File: config.mk
export PLATFORM = sky130hd
export DESIGN_NAME = veriyolu
export DESIGN_NICKNAME = d
export VERILOG_FILES = /design/src/rtl/veriyolu.sv
export SDC_FILE = /design/constraint.sdc
export NUM_CORES = 1
export LEC_CHECK = 0
export BUFFER_PORTS_ARGS = -buffer_cell sky130_fd_sc_hd__buf_2
export CAP_MARGIN = 20
export CORE_UTILIZATION = 42
export DETAILED_ROUTE_END_ITERATION = 10
export MAX_ROUTING_LAYER = met4
export PLACE_DENSITY = 0.84
export SLEW_MARGIN = 20
export SYNTH_ARGS = -nofsm -noshare
export SYNTH_HDL_FRONTEND = slang
export SYNTH_SLANG_ARGS = --single-unit
File: constraint.sdc
create_clock -name aclk -period 2.2 [get_ports aclk]
set_clock_uncertainty 0.15 [all_clocks]
set_input_delay 0 -clock aclk [delete_from_list [all_inputs] [get_ports aclk]]
set_output_delay 0 -clock aclk [all_outputs]
set_load 0.01 [all_outputs]
File: src/rtl/veriyolu.sv
// Single-bus datapath: three registers (A, B, AR) and two external sources drive a
// shared 8-bit bus through per-bit AND masks, OR-combined; A and B feed a combinational ALU.
module veriyolu (
  input  logic       aclk,
  input  logic       arst,
  input  logic [2:0] alu_sel,
  input  logic [7:0] a_yolla,
  input  logic [7:0] b_yolla,
  input  logic [7:0] ar_yolla,
  input  logic [7:0] s1_yolla,
  input  logic [7:0] s2_yolla,
  input  logic [7:0] s1,
  input  logic [7:0] s2,
  input  logic       a_yukle,
  input  logic       b_yukle,
  input  logic       ar_yukle,
  output logic [7:0] to_memory,
  output logic [7:0] m_address,
  output logic [7:0] a_tb,
  output logic [7:0] b_tb,
  output logic [7:0] alu_result_tb
);

  typedef enum logic [2:0] {
    ALU_ADD = 3'd0,
    ALU_SUB = 3'd1,
    ALU_AND = 3'd2,
    ALU_OR  = 3'd3,
    ALU_XOR = 3'd4,
    ALU_NOT = 3'd5,
    ALU_SHL = 3'd6,
    ALU_SHR = 3'd7
  } alu_op_e;

  logic [7:0] a_q, b_q, ar_q;
  logic [7:0] bus;
  logic [7:0] alu_result;

  // Masked sources are OR-combined, so overlapping drivers merge and an idle bus reads 00.
  assign bus = (a_q  & a_yolla)  |
               (b_q  & b_yolla)  |
               (ar_q & ar_yolla) |
               (s1   & s1_yolla) |
               (s2   & s2_yolla);

  // NOTE: non-blocking assignments make every register sample the pre-edge bus, so a
  // register can drive the bus and load from it in the same cycle without a race.
  always_ff @(posedge aclk) begin
    if (arst) begin
      a_q  <= 8'h00;
      b_q  <= 8'h00;
      ar_q <= 8'h00;
    end else begin
      if (a_yukle)  a_q  <= bus;
      if (b_yukle)  b_q  <= bus;
      if (ar_yukle) ar_q <= bus;
    end
  end

  // NOTE: the result gets a default before the case so no path leaves it unassigned,
  // which would otherwise infer a latch.
  always_comb begin
    alu_result = 8'h00;
    case (alu_op_e'(alu_sel))
      ALU_ADD: alu_result = a_q + b_q;
      ALU_SUB: alu_result = a_q - b_q;
      ALU_AND: alu_result = a_q & b_q;
      ALU_OR:  alu_result = a_q | b_q;
      ALU_XOR: alu_result = a_q ^ b_q;
      ALU_NOT: alu_result = ~a_q;
      ALU_SHL: alu_result = {a_q[6:0], 1'b0};
      ALU_SHR: alu_result = {1'b0, a_q[7:1]};
      default: alu_result = 8'h00;
    endcase
  end

  assign to_memory     = bus;
  assign m_address     = ar_q;
  assign a_tb          = a_q;
  assign b_tb          = b_q;
  assign alu_result_tb = alu_result;

endmodule

Yosys cells after proc, flatten, opt, wreduce, memory -nomap -nowiden
Index checks and enable logic that the tools add are counted. Widths: inputs -> output; s select.

Input bits: 64. Logic and storage cells: 27. Bits in registers: 24. Output and inout port bits: 40.

Add/sub/neg operators: 2. Reductions and logical operators: 1. Mux-type cells: 1. Bitwise gates (word level): 13. Eq/ne operators: 7.

Operator list (count): $pmux 8 s8 (1); $and 8x8->8 (6); $or 8x8->8 (5); $eq 3x3->1 const B (4); $add 8x8->8 (1); $not 8->8 (1); $sub 8x8->8 (1); $xor 8x8->8 (1); $eq 3x2->1 const B (2); $eq 3x1->1 const B (1); $logic_not 3->1 (1).

Longest topological paths before layout
Gate-level depths: netlist (run 1).

Depth after elaboration: 5. Depth in mapped cells: 11. Gate-level depth less buffers: 11.

Least setup slack after synthesis (run 1)
Ideal clock, no wire load.

Path kind: reg-to-output. Start point: register b_q[0], in the netlist b_tb[0]. End point: output port alu_result_tb[6]. Buffers on the path: 0. Required time: 2.050 ns. Arrival: 2.380 ns. Cell stages (with the launch flop): 12. Slack: -0.330 ns. Cells stage by stage: dfxtp_1 > inv_1 > ha_1 > and3_1 > nor2_1 > xnor2_1 > ha_1 > a21oi_1 > o21ai_1 > a21oi_1 > xor2_1 > a221oi_1.

Word-level cells in the longest chain between the ends: 2. Elaborated cells on any way between the ends: 3. Those cells by class: add/sub (2); mux (1).

RTL lines: start, declared (RTL line 35) `logic [7:0] a_q, b_q, ar_q;`; start signal, assigned (RTL line 55) `if (b_yukle) b_q <= bus;`; $sub 8x8->8 / $add 8x8->8 (equally long branches) (RTL line 66, 65); $pmux 8 s8 * (RTL line 64) `case (alu_op_e'(alu_sel))`; end, declared (RTL line 21) `output logic [7:0] alu_result_tb`.

Every way passes the cells marked *; elsewhere a longest branch is shown, timed or not.

Worst setup path after layout (run 1)
Start point: register b_q[1], in the netlist b_tb[1]. End point: output port alu_result_tb[5].

The elaborated chain is that of the path after synthesis.

==> impl_metrics.yaml, run 1 <==
logic_synthesis:
  ys_warn_count: 0
  ys_seq_area_share_pct: 22.8
  syn_area_um2: 2110
  syn_nets: 357
  yosysUniqueCellTypes: 37
  synth_seq_cells: 24
  syn_area_per_cell_um2: 7.87
  netlist_instances: 268
finish:
  multi_input_area_um2: 1540
  fin_area_um2: 3130
  syn2layout_area_growth_pct: 48.6
  seqCellArea_um2: 489
  final_cells: 462
  layout.nets: 485
  antenna_cells: 0
  fillers: 375
  final_util_pct: 65.5
  drive_above_1_share_pct: 43.5
sta:
  setup_ws_ns: -0.452
  worst_pin_slew_ns: 0.633
  hold_violations: 0
  max_freq_mhz: 377
  period_share_pct: 121
  rsz0062_at_grt: "true"
  max_slew_margin_pct: 57.8
  drv_slew: 0
  finalCriticalPeriod_ns: 2.65
  finalSetupViolCount: 7
place:
  pre_cts_slack_ns: -0.116
  placed_cell_area_um2: 2890
  dpl.hpwl_mm: 4.79
  io_buffer_count: 103
  gp_congestion: 0.839
  dp.cells: 450
global_route:
  antenna_found_initial: 0
  grt_pass1_wl_mm: 9.97
  grt.total_usage_pct: 24.1
  grt_pass1_vias: 2303
  grt_start_max_net_pins: 27
  grt-ovfl-total: 0
pwr:
  peakVddDrop_mv: 0.393
  comb_power_share_pct: 52.8
  power.share.sequential_pct: 28.8
  clkPwrFrac_pct: 18.5
  total_leakage_power_uw: 0.00152
  power_density_nw_per_um2: 578
  power_switching_uw: 663
  internal_power_uw: 1150
  swShare_pct: 36.6
floorplanning:
  rows: 25
  die_w_um: 72.9
  core-area_um2: 4790
  die_h_um: 72.9
  pin_count: 104
  start_util_pct: 44.1
  die-area_um2: 5310
clock_network:
  clockBufferDepth: 2
  clk_pin_slew_ns: 0.08
  clkSinkCount: 24
  htreeDepth: 1
  numCtsBuffers: 3
  clk_latency_ns: 0.27
  root_buffer: "clkbuf_8"
  cts_tree: "built"
routing:
  dr.pass1.iters: 4
  drt_iter0_drc: 189
  drc: 0
  dr_total_vias: 2478
  routed.top_layer: "met4"
  wl_met3_um: 314
  wl_met1_mm: 2.73
  vias_per_cell: 5.36
  met2_length_mm: 3.22
  final_antenna_net_count: 0
  postRouteWirelength_mm: 6.33
  routed_wire_length_per_instance_um: 13.7
setup_path:
  cp_top_family: "compound AO/OA/AOI/OAI gates"
  crit_buf_inv: 4
  crit_slowest_cell: "dfxtp_4"
  max_stage_delay_ns: 0.36
  crit_required_ns: 2.05
  cp-start-kind: "register"
  path_cells: "inv_4 -> ha_4 -> and3_4 -> nor2_2 -> xnor2_1 -> ha_1 -> a21oi_2 -> buf_4 -> inv_2 -> a31oi_4 -> xor2_1 -> a31oi_1 -> buf_2"
  endpoint_kind: "primary output"
  worst-setup-path-type: "reg2out"
  path_max_fanout: 3
  crit_arrival_ns: 2.50
status:
  status: "finished, violations left"
  violations: "setup timing"
min_path:
  hp-class: "in2reg"
job:
  max_cap_violations: 0
[worst min-delay path, cell delays in order]
cell and delay [ns]:
buf_2 0.08, a221oi_2 0.07, a211oi_1 0.22
[cell usage after synthesis, drive strengths merged]
cell     instances  area (um^2)
inv             39          146
nor2            37          139
a211oi          25          188
dfxtp           24          480
ha              24          300
a21oi           19         95.1
a221oi          11         96.3
o21ai           11         55.1
clkbuf          10         37.5
xnor2            9         78.8
a222oi           8         80.1
nand2            8         30.0
buf              5         28.8
mux2i            5         50.1
nand3            5         25.0
xor2             4         35.0
a31oi            3         18.8
nor3             3         26.3
o22ai            3         18.8
a221o            2         20.0
mux4             2         45.0
a2111oi          1         8.76
a41oi            1         16.3
and3             1         6.26
clkinv           1         3.75
fa               1         20.0
mux2             1         11.3
nand2b           1         6.26
nor2b            1         6.26
nor3b            1         18.8
o21bai           1         7.51
o22a             1         8.76
[layout make-up]
cell class                 instances  share of cell area (%)
clock buffer                       4                    2.12
inverter                          40                    4.95
multi-input combinational        189                    49.2
sequential                        24                    15.6
tap                               67                    2.68
timing repair buffer             138                    25.4
[per-layer routing]
layer  up-vias  track usage [%]
met5         -                -
met1      1157             28.2
li1       1224                -
met3         8             2.07
met2        89             44.1
met4         0             6.10
[what timing repair did]
action | 4_1_cts | 5_1_grt
resized for setup | 12 | 9
pin swaps | 12 | 7
buffers inserted | 3 | 2
endpoints found under the setup margin | 6 | 8
endpoints found under the hold margin | 18 | 0
hold buffers | 3 | 0
[stage by stage]
stage	TNS, ns	hold WS (ns)	total power, uW
CTS	-1.52	0.0370	1750
global placement	-0.121	0.215	1320
global route	-2.52	0.0403	1920
detailed placement	-0.242	0.210	1350
floorplan	-0.0143	-0.0870	1020
finish	-1.87	0.0126	1810
[power groups by stage]
stage	Sequential, uW	Combinational (uW)	Clock, uW
6_report	521	955	334
3_5_place_dp	528	820	0
5_1_grt	526	1040	355
2_1_floorplan	553	470	0
4_1_cts	518	900	336
3_3_place_gp	525	794	0
[sequential cells by signal, summed over array words and instances, names as in the netlist]
register and count:
a_tb 8, b_tb 8, m_address 8
[layout by cell type, fill, tap and decap left out, types with 5 or more instances in the layout]
| cell | count |
|---|---|
| nand2_1 | 8 |
| a211oi_1 | 25 |
| a222oi_1 | 8 |
| nand3_1 | 5 |
| buf_4 | 31 |
| xnor2_1 | 7 |
| a21oi_1 | 13 |
| a221oi_1 | 8 |
| a21oi_2 | 6 |
| inv_1 | 34 |
| nor2_1 | 35 |
| o21ai_1 | 10 |
| buf_2 | 102 |
| dfxtp_1 | 21 |
| ha_1 | 22 |
[cells by family (layout without fill, tap and decap cells)]
kind of cell | Yosys count | count (layout) | synth area share [%]
xor gates and xnor gates | 13 | 13 | 5.40
adders and majority gates | 25 | 25 | 15.2
and+or+nand+nor | 57 | 57 | 12.2
DFF | 24 | 24 | 22.8
AOI/OAI and AO/OA | 86 | 86 | 29.1
buffers and inverters | 55 | 182 | 10.3
muxes | 8 | 8 | 5.04
[path summary, 6_finish.rpt]
check                       startpoint                         to  slack [ns]  depth (start not counted)
max               b_tb[1]$_SDFFE_PP0P_           alu_result_tb[5]       -0.45                         13
min                        ar_yolla[2]       b_tb[2]$_SDFFE_PP0P_        0.01                          3
max reg2reg       a_tb[6]$_SDFFE_PP0P_       a_tb[6]$_SDFFE_PP0P_        0.40                          4
min reg2reg  m_address[7]$_SDFFE_PP0P_  m_address[7]$_SDFFE_PP0P_        0.35                          2
Power figures use the tool's default switching activity.
==> run 2: changes to the inputs <==
- ABC_AREA: unset -> 1
- CORE_UTILIZATION: 42 -> 43
- PLACE_DENSITY: 0.84 -> 0.85
==> run 2 against run 1 <==
The run ends with hold timing, setup timing left. Maximum frequency increased by 6.6%. First-iteration DRC count is 6.3% higher. Area after synthesis is 4.3% higher. Sequential cell count unchanged. Hold slack worse by 0.014 ns. Routed wire length grew 11%. Synthesized cell count increased by 34%. Clock power down 23%. Final cell count up 20%. Global-route usage grew 3.1 points. Worst setup slack gained 0.16 ns. Via count rose by 14%. Critical endpoint is now alu_result_tb[7]. Largest cell class unchanged.
==> impl_metrics.yaml, run 2 <==
status:
  status: "finished, violations left"
  violations: "hold timing, setup timing"
logic_synthesis:
  yosysTopAreaCell: "dfxtp_1"
  synthMuxAreaShare_pct: 0
  netlist_instances: 359
  ys_seq_area_share_pct: 21.9
  synth-compound-area-share_pct: 17.9
  syn_nets: 448
  synth_seq_cells: 24
  async_reset_ff_share_pct: 0
  synth_fa_ha_area_share_pct: 14.6
  synthSimpleGateAreaFrac_pct: 30.7
  synthTopCellsByArea: "dfxtp_1 22%, nand2_1 17%, ha_1 14%, inv_1 10%, a21oi_1 7.7%"
  yosysMostFrequentCell: "nand2_1"
  synth_ff_type: "dfxtp_1"
  syn_area_per_cell_um2: 6.12
  synthXorXnorAreaFrac_pct: 3.59
  synth_top_family_by_area: "simple AND/OR/NAND/NOR gates"
  synth-edff-count: 0
  synth_top_cell_area_share_pct: 21.9
  syn_area_um2: 2200
  ys_warn_count: 0
  yosysUniqueCellTypes: 25
  synth_commonest_cells: "97 x nand2_1, 61 x inv_1, 34 x a21oi_1, 32 x o21ai_0, 31 x nor2_1"
sta:
  worst_pin_slew_ns: 0.481
  period_share_pct: 113
  hold_violations: 1
  drv_slew: 0
  timing.hold.ws_ns: -0.00133
  rsz0062_at_grt: "true"
  finalCriticalPeriod_ns: 2.49
  finalSetupViolCount: 6
  max_slew_margin_pct: 67.9
  setup_ws_ns: -0.289
  max_freq_mhz: 402
routing:
  final_antenna_net_count: 0
  dr.pass1.iters: 5
  vias_per_cell: 5.10
  routed_wire_length_per_instance_um: 12.7
  drt_iter0_drc: 201
  drc: 0
  postRouteWirelength_mm: 7.05
  dr_total_vias: 2819
setup_path:
  cp-start-kind: "register"
  ff2ff_setup_slack_ns: 0.37
  cp_top_family: "simple AND/OR/NAND/NOR gates"
  path_depth: 18
  path_max_fanout: 3
  max_stage_delay_ns: 0.34
  endpoint_kind: "primary output"
  critPathCapture: "alu_result_tb[7]"
  reg2reg_depth: 6
  crit_start: "b_tb[1]$_SDFFE_PP0P_"
  worst-setup-path-type: "reg2out"
  crit_arrival_ns: 2.34
  path_cells: "inv_2 -> ha_4 -> inv_4 -> nor3_4 -> nand2_1 -> nand2_1 -> xor2_1 -> ha_1 -> nand2_2 -> inv_1 -> a21oi_2 -> nand2_1 -> inv_1 -> nand2_1 -> nand2_1 -> nand2_1 -> nand2_1 -> buf_2"
  r2r-start: "b_tb[2]$_SDFFE_PP0P_"
  rr_endpoint: "b_tb[2]$_SDFFE_PP0P_"
  crit_buf_inv: 5
  cpMostUsedCell: "nand2_1"
  crit_required_ns: 2.05
  crit_slowest_cell: "dfxtp_2"
clock_network:
  root_buffer: "clkbuf_8"
  numCtsBuffers: 3
  clockBufferDepth: 2
  htreeDepth: 1
  clk_pin_slew_ns: 0.08
  clkSinkCount: 24
  clk_latency_ns: 0.26
  cts_tree: "built"
finish:
  layout.nets: 577
  fillers: 431
  antenna_cells: 0
  mostFrequentLayoutCells: "102 x buf_2, 89 x nand2_1, 57 x inv_1"
  final_common_cell: "buf_2"
  syn2layout_area_growth_pct: 43.5
  final_cells: 553
  drive_above_1_share_pct: 31.7
min_path:
  hp-start: "ar_yolla[3]"
  hp-class: "in2reg"
  min_delay_path_depth: 5
floorplanning:
  rows: 25
  core-area_um2: 4820
  die_h_um: 73.5
  pin_count: 104
  die-area_um2: 5400
  start_util_pct: 45.6
  die_w_um: 73.5
global_route:
  grt-ovfl-total: 0
  grt_start_max_net_pins: 25
  antenna_found_initial: 0
  grt_pass1_wl_mm: 11.2
  grt_pass1_vias: 2660
  grt.total_usage_pct: 27.2
place:
  gp_congestion: 0.925
  dpl.hpwl_mm: 5.28
  pre_cts_slack_ns: -0.0402
  io_buffer_count: 103
  dp.cells: 532
pwr:
  peakVddDrop_mv: 0.312
  total_leakage_power_uw: 0.00182
  power_density_nw_per_um2: 526
job:
  max_cap_violations: 0
==> run 2: cell types whose count changed in the layout (fill, tap and decap cells not counted), moves of 18 or more <==
cell and change:
nand2_1 +81, o21ai_0 +31, inv_1 +23, buf_4 -19
a211oi_1 -25, a21oi_1 +18
==> run 2: layout make-up <==
cell class / instances / area [um^2] / share of cell area (%)
multi-input combinational: 268 / 1560 / 49.3
sequential: 24 / 485 / 15.4
inverter: 62 / 235 / 7.45
tap: 67 / 83.8 / 2.66
timing repair buffer: 129 / 753 / 23.9
clock buffer: 3 / 41.3 / 1.31
==> run 2: report_power, final <==
group / switching (uW) / total [uW] / internal (uW)
Combinational: 484 / 870 / 387
Sequential: 57.9 / 532 / 474
Clock: 135 / 258 / 122
==> run 2: timing repair <==
item,in CTS,in global routing
hold buffers,13,0
setup buffers,3,2
endpoints found under the hold margin,11,0
gates resized for setup,14,19
pin swaps,12,11
setup endpoints to repair,7,6
==> run 2: worst min-delay path, cell delays in order <==
cell	delay [ns]
buf_2	0.08
nand2_1	0.05
nand3_1	0.13
o21ai_0	0.09
inv_1	0.05
==> run 2: cells by family (layout without fill, tap and decap cells) <==
family                     after synthesis  in the layout
buffers and inverters                   67            194
adders and majority gates               25             25
and+or+nand+nor                        160            160
AOI/OAI and AO/OA                       74             74
DFF                                     24             24
xor gates and xnor gates                 9              9
==> run 2: metrics by stage <==
step	cell area [um^2]	power, uW	hold WS (ns)	setup TNS, ns	utilization (%)
global route	3160	1780	0.0413	-1.77	65.5
detailed placement	2840	1250	0.232	-0.0629	59.0
CTS	3080	1580	0.00182	-0.746	64.0
global placement	2840	1220	0.230	0	59.0
floorplan	2200	975	-0.00123	0	-
finish	3160	1660	-0.00133	-0.910	65.5
==> run 2: metal layers <==
layer	vias up	track usage [%]	wire [um]
met1	1254	33.3	3020
met4	0	10.3	113
met5	-	-	0
li1	1406	-	-
met2	142	45.9	3450
met3	17	3.02	466
==> run 2: worst min-delay path by stage <==
stage	end
floorplan	b_tb[0]$_SDFFE_PP0P_
global placement	to_memory[3]
detailed placement	to_memory[2]
CTS	m_address[3]$_SDFFE_PP0P_
global route	m_address[3]$_SDFFE_PP0P_
finish	m_address[3]$_SDFFE_PP0P_
